===== src/rtl/note_seq_pkg.sv =====
// Shared types and constants for the note sequencer and its note table.
package note_seq_pkg;

  typedef enum logic [1:0] {
    IDLE = 2'd0,
    LOAD = 2'd1,
    PLAY = 2'd2
  } state_e;

  localparam int PERIOD_W = 12;
  localparam int DUR_W    = 8;
  localparam int ENTRY_W  = PERIOD_W + DUR_W;

  localparam logic [PERIOD_W-1:0] PERIOD_REST = '0;

  typedef struct packed {
    logic [PERIOD_W-1:0] period;
    logic [DUR_W-1:0]    dur;
  } note_t;

endpackage


===== src/rtl/note_table.sv =====
// Small DEPTH x W storage: synchronous write, registered read, no reset on contents.
module note_table #(
  parameter int DEPTH = 16,
  parameter int W     = 20
) (
  input  logic                     clk,
  input  logic                     wr_en,
  input  logic [$clog2(DEPTH)-1:0] wr_addr,
  input  logic [W-1:0]             wr_data,
  input  logic [$clog2(DEPTH)-1:0] rd_addr,
  output logic [W-1:0]             rd_data
);

  logic [W-1:0] mem [DEPTH];

  // Read returns the pre-write contents when both ports hit the same entry.
  always_ff @(posedge clk) begin
    if (wr_en) mem[wr_addr] <= wr_data;
    rd_data <= mem[rd_addr];
  end

endmodule


===== src/rtl/note_sequencer.sv =====
// Steps the square-wave oscillator through the note table, once or looping,
// holding the oscillator in reset during rests and between notes.
module note_sequencer
  import note_seq_pkg::*;
#(
  parameter int DEPTH    = 16,
  parameter int TICK_DIV = 12000
) (
  input  logic                       clk,
  input  logic                       rst,
  input  logic                       wr_en,
  input  logic [$clog2(DEPTH)-1:0]   wr_addr,
  input  logic [PERIOD_W-1:0]        wr_period,
  input  logic [DUR_W-1:0]           wr_dur,
  input  logic [$clog2(DEPTH):0]     seq_len,
  input  logic                       loop,
  input  logic                       start,
  input  logic                       stop,
  output logic [PERIOD_W-1:0]        count_max,
  output logic                       osc_rstn,
  output logic                       busy,
  output logic [$clog2(DEPTH)-1:0]   note_idx,
  output logic                       done,
  output state_e                     dbg_state
);

  localparam int IDX_W  = $clog2(DEPTH);
  localparam int LEN_W  = IDX_W + 1;
  localparam int TICK_W = (TICK_DIV > 1) ? $clog2(TICK_DIV) : 1;
  localparam logic [TICK_W-1:0] TICK_LAST = TICK_W'(TICK_DIV - 1);

  state_e             state_q, state_d;
  logic [IDX_W-1:0]   idx_q, idx_d;
  logic [IDX_W-1:0]   last_q, last_d;
  logic               loop_q, loop_d;
  logic               done_d;
  logic [TICK_W-1:0]  tick_q;
  logic [8:0]         dur_q;
  logic               tick_wrap;
  logic               note_end;
  note_t              rd_note;

  // Address the table with next-cycle idx so the entry is ready during LOAD.
  note_table #(.DEPTH(DEPTH), .W(ENTRY_W)) u_table (
    .clk     (clk),
    .wr_en   (wr_en),
    .wr_addr (wr_addr),
    .wr_data ({wr_period, wr_dur}),
    .rd_addr (idx_d),
    .rd_data (rd_note)
  );

  assign tick_wrap = (tick_q == TICK_LAST);
  assign note_end  = tick_wrap && (dur_q == 9'd1);

  always_ff @(posedge clk or posedge rst) begin
    if (rst) state_q <= IDLE;
    else     state_q <= state_d;
  end

  // start is a level request seen only in IDLE; stop overrides everything,
  // including start and a coinciding note end.
  always_comb begin
    state_d = state_q;
    idx_d   = idx_q;
    last_d  = last_q;
    loop_d  = loop_q;
    done_d  = 1'b0;
    if (stop) begin
      state_d = IDLE;
    end else begin
      case (state_q)
        IDLE: begin
          if (start && (seq_len != '0)) begin
            state_d = LOAD;
            idx_d   = '0;
            loop_d  = loop;
            if (seq_len > LEN_W'(DEPTH)) last_d = IDX_W'(DEPTH - 1);
            else                         last_d = IDX_W'(seq_len - 1'b1);
          end
        end
        LOAD: state_d = PLAY;
        PLAY: begin
          if (note_end) begin
            if (idx_q == last_q) begin
              if (loop_q) begin
                idx_d   = '0;
                state_d = LOAD;
              end else begin
                state_d = IDLE;
                done_d  = 1'b1;
              end
            end else begin
              idx_d   = idx_q + 1'b1;
              state_d = LOAD;
            end
          end
        end
        default: state_d = IDLE;
      endcase
    end
  end

  always_ff @(posedge clk or posedge rst) begin
    if (rst) begin
      idx_q     <= '0;
      last_q    <= '0;
      loop_q    <= 1'b0;
      done      <= 1'b0;
      count_max <= '0;
      dur_q     <= '0;
      tick_q    <= '0;
    end else begin
      idx_q  <= idx_d;
      last_q <= last_d;
      loop_q <= loop_d;
      done   <= done_d;
      if (state_q == LOAD && !stop) begin
        count_max <= rd_note.period;
        dur_q     <= (rd_note.dur == '0) ? 9'd1 : {1'b0, rd_note.dur};
        tick_q    <= '0;
      end else if (state_q == PLAY) begin
        tick_q <= tick_wrap ? '0 : tick_q + 1'b1;
        if (tick_wrap) dur_q <= dur_q - 9'd1;
      end
    end
  end

  assign osc_rstn  = (state_q == PLAY) && (count_max != PERIOD_REST);
  assign busy      = (state_q != IDLE);
  assign note_idx  = idx_q;
  assign dbg_state = state_q;

endmodule


===== config.mk =====
export PLATFORM = sky130hd
export DESIGN_NAME = note_sequencer
export DESIGN_NICKNAME = d
export VERILOG_FILES = /design/src/rtl/note_seq_pkg.sv /design/src/rtl/note_table.sv /design/src/rtl/note_sequencer.sv
export SDC_FILE = /design/constraint.sdc
export NUM_CORES = 1
export LEC_CHECK = 0
export ABC_AREA = 0
export BUFFER_PORTS_ARGS = -buffer_cell sky130_fd_sc_hd__buf_4
export CAP_MARGIN = 5
export CORE_MARGIN = 2
export CORE_UTILIZATION = 40
export DETAILED_ROUTE_END_ITERATION = 6
export HOLD_SLACK_MARGIN = 0.1
export PLACE_DENSITY = 0.59
export SLEW_MARGIN = 20
export SYNTH_ARGS = -nofsm -noshare
export SYNTH_HDL_FRONTEND = slang
export SYNTH_HIERARCHICAL = 1
export SYNTH_SLANG_ARGS = --single-unit

===== constraint.sdc =====
create_clock -name clk -period 4.37 [get_ports clk]
set_clock_uncertainty 0.1 [all_clocks]
set_input_delay 0.2185 -clock clk [delete_from_list [all_inputs] [get_ports clk]]
set_output_delay 0.2185 -clock clk [all_outputs]
set_load 0.005 [all_outputs]

==> run_results.csv <==
group,metric,value,unit
logic_synthesis,yosysSeqAreaShare,74.1,%
layout,syn2layout_area_growth,18.3,%
critical_path,r2r_start,"tick_q[0]",
grt,grt_pass1_wl,49100,µm
clocking,cts_setup_buffers,0,
sta,min_period_over_period,86.8,%
logic_synthesis,post-synth-top-area-fraction,63.6,%
critical_path,critPathTopFamily,"simple AND/OR/NAND/NOR gates",
hold_path,holdPathStages,5,
grt,track_usage,16.9,%
clocking,cts_root_buf,"clkbuf_16",
die,initial_core_util,40.4,%
power,peakVddDrop,212,µV
placed_design,dpl.hpwl,17900,µm
critical_path,setup.worst_path.start,"tick_q[0]",
hold_path,holdPathEnd,"dbg_state[0]",
critical_path,required,4.67,ns
hold_path,hp-class,"primary input to register",
sta,setup_violations,0,
layout,final_cells,1481,
drt,wire_per_inst,21.8,µm
clocking,ctsResizeCount,0,
layout,fin_area,17900,µm²
power,clock_power_share,40.8,%
sta,timing.hold.ws,0.178,ns
logic_synthesis,synth_top_area_cell,"edfxtp_1",
critical_path,crit_cells,11,
logic_synthesis,synth_area_leaders,"edfxtp_1, mux4_2, dfrtp_1",
logic_synthesis,avgSynthCellArea,18.6,µm²
sta,setup-tns-final,0,ns
power,p_int,6.17,mW
critical_path,arrival,4.09,ns
drt,drc,0,
layout,layout-drive-gt1-share,24.9,%
clocking,clock_path_buffers,3,
critical_path,end_kind,"register",
drt,antenna_left,0,
power,powerDensity,436,nW/µm²
logic_synthesis,synth_area,15100,µm²
placed_design,placed_cells,1373,
logic_synthesis,syn-num-nets,853,
logic_synthesis,synth_seq_cells,387,
sta,report.final.slew_viol_count,0,
critical_path,max_stage_delay,0.68,ns
grt,grt_pass1_vias,7764,
sta,max_freq,264,MHz
critical_path,worstRegToRegCells,11,
die,die-area,39300,µm²
placed_design,placed_area,16300,µm²
drt,first_pass_iters,4,
sta,slew_headroom,38.8,%
drt,drt_iter0_drc,660,
clocking,path_clk_slew,0.06,ns
placed_design,gp_congestion,0.792,
logic_synthesis,synth.most_common_cell,"edfxtp_1",
drt,routed_wl,32300,µm
sta,rsz0062_at_grt,"no",
clocking,clock_latency,0.52,ns
die,ios,56,
clocking,cts-htree-levels,2,
layout,final_nets,979,
logic_synthesis,synth.top_cells.by_count,"edfxtp_1, nand2_1, mux4_2",
critical_path,cp_slowest_cell,"or4_4",
sta,period_needed,3.79,ns
critical_path,crit_fanout,23,
power,power_switching,1.62,mW
grt,grt_overflow_total,0,
critical_path,path_buf_inv,2,
grt,grt_antenna_before_repair,1,
power,p_leak,5.97,nW
power,comb_power_share,4.9,%
drt,num_vias,7839,
clocking,cts_tree,"done",
drt,routed_via_density,5.29,
logic_synthesis,ys.flop_type,"edfxtp_1",
layout,fin_util,47.8,%
logic_synthesis,synthCells,812,
power,p_seq_share,54.3,%
grt,grt_max_degree,82,
critical_path,path_class,"register to register",
logic_synthesis,synth_edf_count,320,
sta,hold_viol,0,
logic_synthesis,yosysWarningCount,6,
die,die-width,198,µm
logic_synthesis,synth_cell_type_count,54,
critical_path,reg2reg_slack,0.58,ns
clocking,clock_sinks,387,
flow_run,cap_violations,0,
critical_path,reg2reg_to,"u_table/rd_data[11]",
sta,worst_slew_pin_slew,0.916,ns
status,status,"completed",
hold_path,hp-start,"start",
logic_synthesis,async_flop_share,12.1,%
clocking,numCtsBuffers,41,
power,p_sw_share,20.8,%
die,core.rowCount,71,
die,core,37400,µm²
die,fp.dieH,198,µm
critical_path,crit_chain,"ha_1, nand4_1, or4_4, nor4_4, nand2b_1, o22ai_4, buf_12, buf_4, mux4_1, a22oi_1, nand2_1",
placed_design,portBuffers,55,
critical_path,start_kind,"register",
worst max path at each step:
stage,endpoint,slack [ns]
final,u_table/rd_data[11],0.58
after floorplan,u_table/rd_data[10],0.98
after global routing,u_table/rd_data[0],0.25
after detailed placement,u_table/rd_data[11],0.56
after global placement,u_table/rd_data[0],0.61
after CTS,u_table/rd_data[11],0.52
power by group through the flow:
stage / Sequential, mW / Clock, mW / Combinational (mW)
2_1_floorplan: 4.28 / 0 / 0.177
3_3_place_gp: 4.30 / 0 / 0.348
3_5_place_dp: 4.30 / 0 / 0.354
4_1_cts: 4.23 / 3.25 / 0.390
5_1_grt: 4.25 / 3.42 / 0.430
6_report: 4.23 / 3.18 / 0.383
metal layers:
metal	share of wire (%)	vias up	GRT usage [%]
met5	0	-	0
met4	1.5	0	3.84
met3	4.3	39	2.52
met2	48	167	27.1
met1	47	4115	24.7
li1	-	3518	-
state kept, by name, summed over array words and instances, names as in the netlist:
signal	count
dbg_state	2
dur_q	9
u_table/mem	320
note_idx	4
loop_q	1
done	1
u_table/rd_data	20
tick_q	14
count_max	12
last_q	4
worst register-to-register path, delay by kind of cell (launching register included):
family	cells	cell delay [ns]
compound gates	2	0.35
fa+ha+maj	1	0.21
buf+inv	2	0.56
flops	1	0.41
mux	1	0.60
simple gates	5	1.45
cell type report:
| type | instances | area [µm²] |
|---|---|---|
| fillers | 3128 | 19500 |
| clock buffers | 53 | 1070 |
| flip-flops and latches | 387 | 11200 |
| clock inverters | 21 | 161 |
| multi-input cells | 383 | 3770 |
| diodes | 1 | 2.50 |
| repair buffers | 118 | 1010 |
| well taps | 511 | 639 |
| inverters | 7 | 27.5 |
stage by stage:
step	power [mW]	setup WS [ns]
6_report	7.79	0.576
5_1_grt	8.10	0.254
4_1_cts	7.87	0.521
3_5_place_dp	4.66	0.564
3_3_place_gp	4.65	0.608
2_1_floorplan	4.46	0.978
cell usage in the layout, fill, tap and decap left out, types with 3 or more instances in the layout:
cell and n:
nor2_2 13, edfxtp_1 320, nand2b_1 8, inv_6 3
a21oi_1 5, nand2_1 76, a31oi_1 9, dfxtp_1 20
xor2_1 8, clkinv_2 9, buf_4 82, or3b_2 3
nor3_2 4, nor2_1 30, ha_1 6, nand4b_1 3
inv_1 6, dfrtp_1 47, clkbuf_16 41, clkbuf_1 12
xnor2_1 16, nor3_1 9, nand4_1 6, mux4_1 16
nand3_1 11, a22oi_1 41, buf_12 3, mux4_2 64
clkinv_1 7, dlygate4sd3_1 33, o21ai_0 8, or3_1 3
nor4_1 7
logic make-up (layout without fill, tap and decap cells):
| family | count (synthesis) | in the layout | share of synthesized area [%] |
|---|---|---|---|
| other | 0 | 1 | 0 |
| adder cells (fa/ha/maj) | 6 | 6 | 0.497 |
| XOR/XNOR | 24 | 24 | 1.39 |
| AND/OR/NAND/NOR | 198 | 198 | 6.61 |
| multiplexers | 82 | 82 | 12.5 |
| AO/OA/AOI/OAI | 73 | 73 | 3.43 |
| flip-flops | 387 | 387 | 74.1 |
| buffers and inverters | 42 | 199 | 1.51 |
repair_timing:
item	4_1_cts	5_1_grt
setup endpoints to repair	0	0
hold buffers	33	0
hold endpoints to repair	375	0
Note: power is estimated with default switching activity, not from simulation.
